`src/rtl/xor_share_sched_if.sv`:
```
// Requester, shared-tree and result signals of xor_share_sched.
// The slave side is the scheduler. The master side is its environment.
interface xor_share_sched_if #(
  parameter int WIDTH   = 36,
  parameter int NUM_REQ = 2,
  parameter int ID_W    = 2
);
  logic [NUM_REQ-1:0]       req_valid;
  logic [NUM_REQ-1:0]       req_last;
  logic [NUM_REQ*WIDTH-1:0] req_data;
  logic [NUM_REQ-1:0]       req_ready;
  logic [WIDTH-1:0]         xor_din;
  logic                     xor_dout;
  logic                     res_valid;
  logic [ID_W-1:0]          res_id;
  logic                     res_parity;

  modport slave (
    input  req_valid, req_last, req_data, xor_dout,
    output req_ready, xor_din, res_valid, res_id, res_parity
  );
  modport master (
    output req_valid, req_last, req_data, xor_dout,
    input  req_ready, xor_din, res_valid, res_id, res_parity
  );
endinterface

```
`src/rtl/xor_share_sched.sv`:
```
// Round-robin scheduler that time-shares one external pipelined parity tree.
// Each requester has its own frame-parity accumulator.
module xor_share_sched #(
  parameter int WIDTH   = 36,
  parameter int NUM_REQ = 2,
  parameter int LATENCY = 2,
  parameter int ID_W    = 2
) (
  input  logic               clk,
  input  logic               arst,
  input  logic               flush,
  xor_share_sched_if.slave   bus
);
  typedef struct packed {
    logic            vld;
    logic [ID_W-1:0] id;
    logic            last;
  } tag_t;

  logic [ID_W-1:0]    last_gnt;
  logic [ID_W-1:0]    gnt_id;
  logic [NUM_REQ-1:0] gnt;
  logic               found;
  logic               xfer;
  logic [WIDTH-1:0]   sel_data;
  logic               sel_last;
  tag_t [LATENCY:0]   tag_pipe;
  logic [NUM_REQ-1:0] acc;

  // Search from last_gnt+1 in cyclic order. All indices are loop constants,
  // so this unrolls into a plain priority mux.
  always_comb begin
    gnt      = '0;
    gnt_id   = last_gnt;
    found    = 1'b0;
    sel_data = '0;
    sel_last = 1'b0;
    for (int k = 1; k <= NUM_REQ; k++) begin
      for (int i = 0; i < NUM_REQ; i++) begin
        if (!found && bus.req_valid[i] && ((int'(last_gnt) + k) % NUM_REQ) == i) begin
          found    = 1'b1;
          gnt[i]   = 1'b1;
          gnt_id   = ID_W'(i);
          sel_data = bus.req_data[i*WIDTH +: WIDTH];
          sel_last = bus.req_last[i];
        end
      end
    end
  end

  assign bus.req_ready = (arst || flush) ? '0 : gnt;
  assign xfer          = found && !flush;

  always_ff @(posedge clk or posedge arst) begin
    if (arst) begin
      last_gnt       <= ID_W'(NUM_REQ - 1);
      bus.xor_din    <= '0;
      tag_pipe       <= '0;
      acc            <= '0;
      bus.res_valid  <= 1'b0;
      bus.res_id     <= '0;
      bus.res_parity <= 1'b0;
    end else begin
      bus.res_valid <= 1'b0;
      if (xfer) last_gnt <= gnt_id;
      bus.xor_din <= xfer ? sel_data : '0;
      tag_pipe[0] <= '{vld: xfer, id: gnt_id, last: sel_last};
      for (int k = 1; k <= LATENCY; k++) tag_pipe[k] <= tag_pipe[k-1];

      // Flush also drops whatever sits at the accumulate stage this cycle.
      if (flush) begin
        for (int k = 0; k <= LATENCY; k++) tag_pipe[k].vld <= 1'b0;
        acc <= '0;
      end else if (tag_pipe[LATENCY].vld) begin
        for (int i = 0; i < NUM_REQ; i++) begin
          if (tag_pipe[LATENCY].id == ID_W'(i)) begin
            if (tag_pipe[LATENCY].last) begin
              bus.res_parity <= acc[i] ^ bus.xor_dout;
              bus.res_id     <= ID_W'(i);
              bus.res_valid  <= 1'b1;
              acc[i]         <= 1'b0;
            end else begin
              acc[i] <= acc[i] ^ bus.xor_dout;
            end
          end
        end
      end
    end
  end
endmodule

```
`src/flat_wrapper.sv`:
```
// flat-port wrapper written by rule: the top's interface ports become plain ports
module xor_share_sched_flat 
#(
  parameter int WIDTH   = 36,
  parameter int NUM_REQ = 2,
  parameter int LATENCY = 2,
  parameter int ID_W    = 2
)
  (clk, arst, flush, bus_req_valid, bus_req_last, bus_req_data, bus_xor_dout, bus_req_ready, bus_xor_din, bus_res_valid, bus_res_id, bus_res_parity);
  xor_share_sched_if #(.WIDTH(WIDTH), .NUM_REQ(NUM_REQ), .ID_W(ID_W)) bus_i ();
  input  logic clk;
  input  logic arst;
  input  logic flush;
  input wire logic [$bits(bus_i.req_valid)-1:0] bus_req_valid;
  input wire logic [$bits(bus_i.req_last)-1:0] bus_req_last;
  input wire logic [$bits(bus_i.req_data)-1:0] bus_req_data;
  input wire logic [$bits(bus_i.xor_dout)-1:0] bus_xor_dout;
  output wire logic [$bits(bus_i.req_ready)-1:0] bus_req_ready;
  output wire logic [$bits(bus_i.xor_din)-1:0] bus_xor_din;
  output wire logic [$bits(bus_i.res_valid)-1:0] bus_res_valid;
  output wire logic [$bits(bus_i.res_id)-1:0] bus_res_id;
  output wire logic [$bits(bus_i.res_parity)-1:0] bus_res_parity;
  assign bus_i.req_valid = bus_req_valid;
  assign bus_i.req_last = bus_req_last;
  assign bus_i.req_data = bus_req_data;
  assign bus_i.xor_dout = bus_xor_dout;
  assign bus_req_ready = bus_i.req_ready;
  assign bus_xor_din = bus_i.xor_din;
  assign bus_res_valid = bus_i.res_valid;
  assign bus_res_id = bus_i.res_id;
  assign bus_res_parity = bus_i.res_parity;
  xor_share_sched #(.WIDTH(WIDTH), .NUM_REQ(NUM_REQ), .LATENCY(LATENCY), .ID_W(ID_W)) u_core (.clk(clk), .arst(arst), .flush(flush), .bus(bus_i));
endmodule
```
`config.mk`:
```
export PLATFORM = sky130hd
export DESIGN_NAME = xor_share_sched_flat
export DESIGN_NICKNAME = d
export VERILOG_FILES = /design/src/rtl/xor_share_sched_if.sv /design/src/rtl/xor_share_sched.sv /design/src/flat_wrapper.sv
export SDC_FILE = /design/constraint.sdc
export NUM_CORES = 1
export LEC_CHECK = 0
export ABC_AREA = 1
export BUFFER_PORTS_ARGS = -buffer_cell sky130_fd_sc_hd__buf_2
export CORE_MARGIN = 3
export CORE_UTILIZATION = 45
export DETAILED_ROUTE_END_ITERATION = 6
export GPL_ROUTABILITY_DRIVEN = 0
export MAX_ROUTING_LAYER = met4
export PLACE_DENSITY = 0.87
export SLEW_MARGIN = 20
export SYNTH_ARGS = -nofsm -noshare
export SYNTH_HDL_FRONTEND = slang
export SYNTH_SLANG_ARGS = --single-unit
```
`constraint.sdc`:
```
create_clock -name clk -period 2.1 [get_ports clk]
set_clock_uncertainty 0.1 [all_clocks]
set_input_delay 0.21 -clock clk [delete_from_list [all_inputs] [get_ports clk]]
set_output_delay 0.21 -clock clk [all_outputs]
set_load 0.1 [all_outputs]
```
==> results.sh <==
export IMPL_final_min_period_over_clock_period=0.872
export IMPL_cp_startpoint="u_core.last_gnt[0]"
export IMPL_syn_nets=316
export IMPL_crit_path_start_kind="flip-flop"
export IMPL_flow_area_growth_from_synthesis_pct=31.9
export IMPL_synth_instances=236
export IMPL_stdcell_count=428
export IMPL_flip_flop_and_latch_count_after_synthesis=56
export IMPL_routedWlPerCell_um=12.4
export IMPL_dp_cells=417
export IMPL_vias=1951
export IMPL_drc=0
export IMPL_multiInputGateArea_um2=752
export IMPL_initial_core_util=0.478
export IMPL_fillCellCount=414
export IMPL_ff2ff_path_depth=6
export IMPL_grt_pass1_vias=1936
export IMPL_timing_max_slew_rel_slack=0.666
export IMPL_maximum_clock_frequency_mhz=546
export IMPL_register_area_um2=1400
export IMPL_die_h_um=77.7
export IMPL_synth_yosys_seq_area_share=0.606
export IMPL_status="complete, no violations"
export IMPL_hold_viol_final=0
export IMPL_cts_max_level=2
export IMPL_max_slew_worst_pin_slew_ns=0.504
export IMPL_cts_buffers_inserted=5
export IMPL_cell_rows=25
export IMPL_placeableCoreArea_um2=4850
export IMPL_root_buffer="sky130_fd_sc_hd__clkbuf_8"
export IMPL_synth_cell_area_um2=2320
export IMPL_cp_end_kind="flip-flop"
export IMPL_timing_worst_setup_path_type="flip-flop to flip-flop"
export IMPL_per_cell_via_count_in_the_routed_design=4.56
export IMPL_regToRegEndpoint="u_core.tag_pipe[0]"
export IMPL_cts_tree="yes"
export IMPL_design_final_nets=440
export IMPL_arrival_time_of_the_worst_setup_path_ns=1.92
export IMPL_post_cts_setup_buffer_count=0
export IMPL_grt_setup_unrepaired="false"
export IMPL_p_per_area_nw_per_um2=826
export IMPL_worst_setup_hold_path_clk_slew_ns=0.09
export IMPL_global_route_wire_length_before_repair_mm=8.61
export IMPL_hp_class="input pin to flip-flop"
export IMPL_finish_utilization=0.630
export IMPL_dieWidth_um=77.7
export IMPL_clkLatencyLatePin_ns=0.30
export IMPL_hpwl_mm=4.07
export IMPL_drtPass1Iterations=4
export IMPL_worstReg2RegStart="u_core.last_gnt[0]"
export IMPL_ports_placed_on_the_boundary=122
export IMPL_max_clock_path_buffers=2
export IMPL_worst_vdd_rail_ir_drop_v=0.000394
export IMPL_r2r_setup_slack_ns=0.27
export IMPL_cts_sinks=56
export IMPL_cap_violations=0
export IMPL_setup_tns_final_ns=0
export IMPL_ys_warn_count=0
export IMPL_antenna_found_initial=0
export IMPL_timing_critical_path_to="u_core.tag_pipe[0]"
export IMPL_detailed_place_area_um2=2940
export IMPL_dr_first_iter_drc_count=80
export IMPL_antenna_diode_count=0
export IMPL_drive_gt1_frac=0.457
export IMPL_critical_path_required_ns=2.19
export IMPL_p_leak_nw=1.69
export IMPL_dieArea_um2=6040
export IMPL_final_design_area_no_fill_um2=3060
export IMPL_setup_viol=0
export IMPL_setup_slack_ns=0.269
export IMPL_pre_cts_ws_ns=0.623
export IMPL_final_antenna_net_count=0
export IMPL_total_count_of_max_transition_violations_in_the_final_report=0
export IMPL_timing_critical_path_fanout_max=37
export IMPL_gr_total_overflow=0
export IMPL_grt_use_total=0.185
export IMPL_postSynthAreaPerCell_um2=9.81
export IMPL_whs_path_depth=3
export IMPL_totalWireLength_mm=5.29
export IMPL_io_buffers=121
export IMPL_grt_start_max_net_pins=38
export IMPL_synth_cell_types=18
export IMPL_finalWorstPathRequiredPeriod_ns=1.83
layer usage:
layer  GRT usage  wire (um)  vias up
met2       0.318       2680       89
met3      0.0406        429        9
met5           -          0        -
met4      0.0747         95        0
met1       0.209       2090      870
li1            -          -      983
where the power goes:
part	total [mW]	switching (mW)	internal, mW
Clock	0.551	0.316	0.235
Combinational	0.793	0.636	0.157
Sequential	1.18	0.0256	1.15
critical path: stages, from the launching register on:
cell	delay (ns)
sky130_fd_sc_hd__dfstp_2	0.57
sky130_fd_sc_hd__nand2_1	0.07
sky130_fd_sc_hd__nand2_2	0.12
sky130_fd_sc_hd__inv_4	0.16
sky130_fd_sc_hd__nand2_1	0.10
sky130_fd_sc_hd__nand2_1	0.05
sky130_fd_sc_hd__dlygate4sd3_1	0.55
timing repair:
item,4_1_cts,5_1_grt
resized for setup,0,0
hold buffers,3,0
hold endpoints to repair,22,0
per-stage QoR:
stage	hold WS [ns]	total power, mW
after floorplan	0.175	1.83
after global placement	0.179	1.98
after detailed placement	0.189	2.00
after CTS	0.0326	2.55
after global routing	0.0322	2.64
final	0.0452	2.52
synthesized netlist by cell type:
cell type                 count  area, um^2
sky130_fd_sc_hd__buf_2        1        5.00
sky130_fd_sc_hd__inv_4        2        12.5
sky130_fd_sc_hd__buf_6        9         101
sky130_fd_sc_hd__nand3_1      5        25.0
sky130_fd_sc_hd__o21ai_0      2        10.0
sky130_fd_sc_hd__nand4_1      2        12.5
sky130_fd_sc_hd__nor2_2       1        6.26
sky130_fd_sc_hd__dfrtp_1     55        1380
sky130_fd_sc_hd__inv_1       13        48.8
sky130_fd_sc_hd__nor2_1       9        33.8
sky130_fd_sc_hd__o21ai_2      1        8.76
sky130_fd_sc_hd__dfstp_2      1        26.3
sky130_fd_sc_hd__a21oi_2     23         201
sky130_fd_sc_hd__a21oi_1     14        70.1
sky130_fd_sc_hd__nor3_1       2        10.0
sky130_fd_sc_hd__nand2_2      3        18.8
sky130_fd_sc_hd__nand2_1     92         345
sky130_fd_sc_hd__inv_2        1        3.75
layout make-up:
class,count,area share
Sequential cell,56,0.459
Multi-Input combinational cell,154,0.246
Timing Repair Buffer,127,0.219
Tap cell,67,0.0274
Clock buffer,7,0.0250
Inverter,16,0.0213
Clock inverter,1,0.00164
flip-flops by register name (all words and copies together), names as in the netlist, named ones only:
name and count:
u_core.bus.res_valid 1, u_core.tag_pipe 12, u_core.bus.res_parity 1, u_core.bus.xor_din 36, u_core.acc 2, u_core.last_gnt 2
kinds of logic after synthesis:
| logic type | after synthesis | share of synthesized area |
|---|---|---|
| compound gates | 40 | 0.125 |
| buf+inv | 26 | 0.0740 |
| flops | 56 | 0.606 |
| simple gates | 114 | 0.195 |
layout by cell type, fill, tap and decap left out, drive strengths merged:
cell,netlist,routed
buf,10,124
nand2,95,95
dfrtp,55,55
a21oi,37,37
inv,16,16
nor2,10,10
clkbuf,0,7
nand3,5,5
dlygate4sd3,0,3
o21ai,3,3
nor3,2,2
nand4,2,2
clkinv,0,1
dfstp,1,1
worst min path at each step:
stage / from / end / slack (ns)
after detailed placement: arst / u_core.bus.xor_din[26] / 0.19
after global routing: bus_req_data[4] / u_core.bus.xor_din[4] / 0.03
final: bus_req_data[30] / u_core.bus.xor_din[30] / 0.05
after global placement: arst / u_core.tag_pipe[8] / 0.18
after floorplan: flush / u_core.tag_pipe[11] / 0.18
after CTS: bus_req_data[30] / u_core.bus.xor_din[30] / 0.03
(Power assumes the default switching activity.)
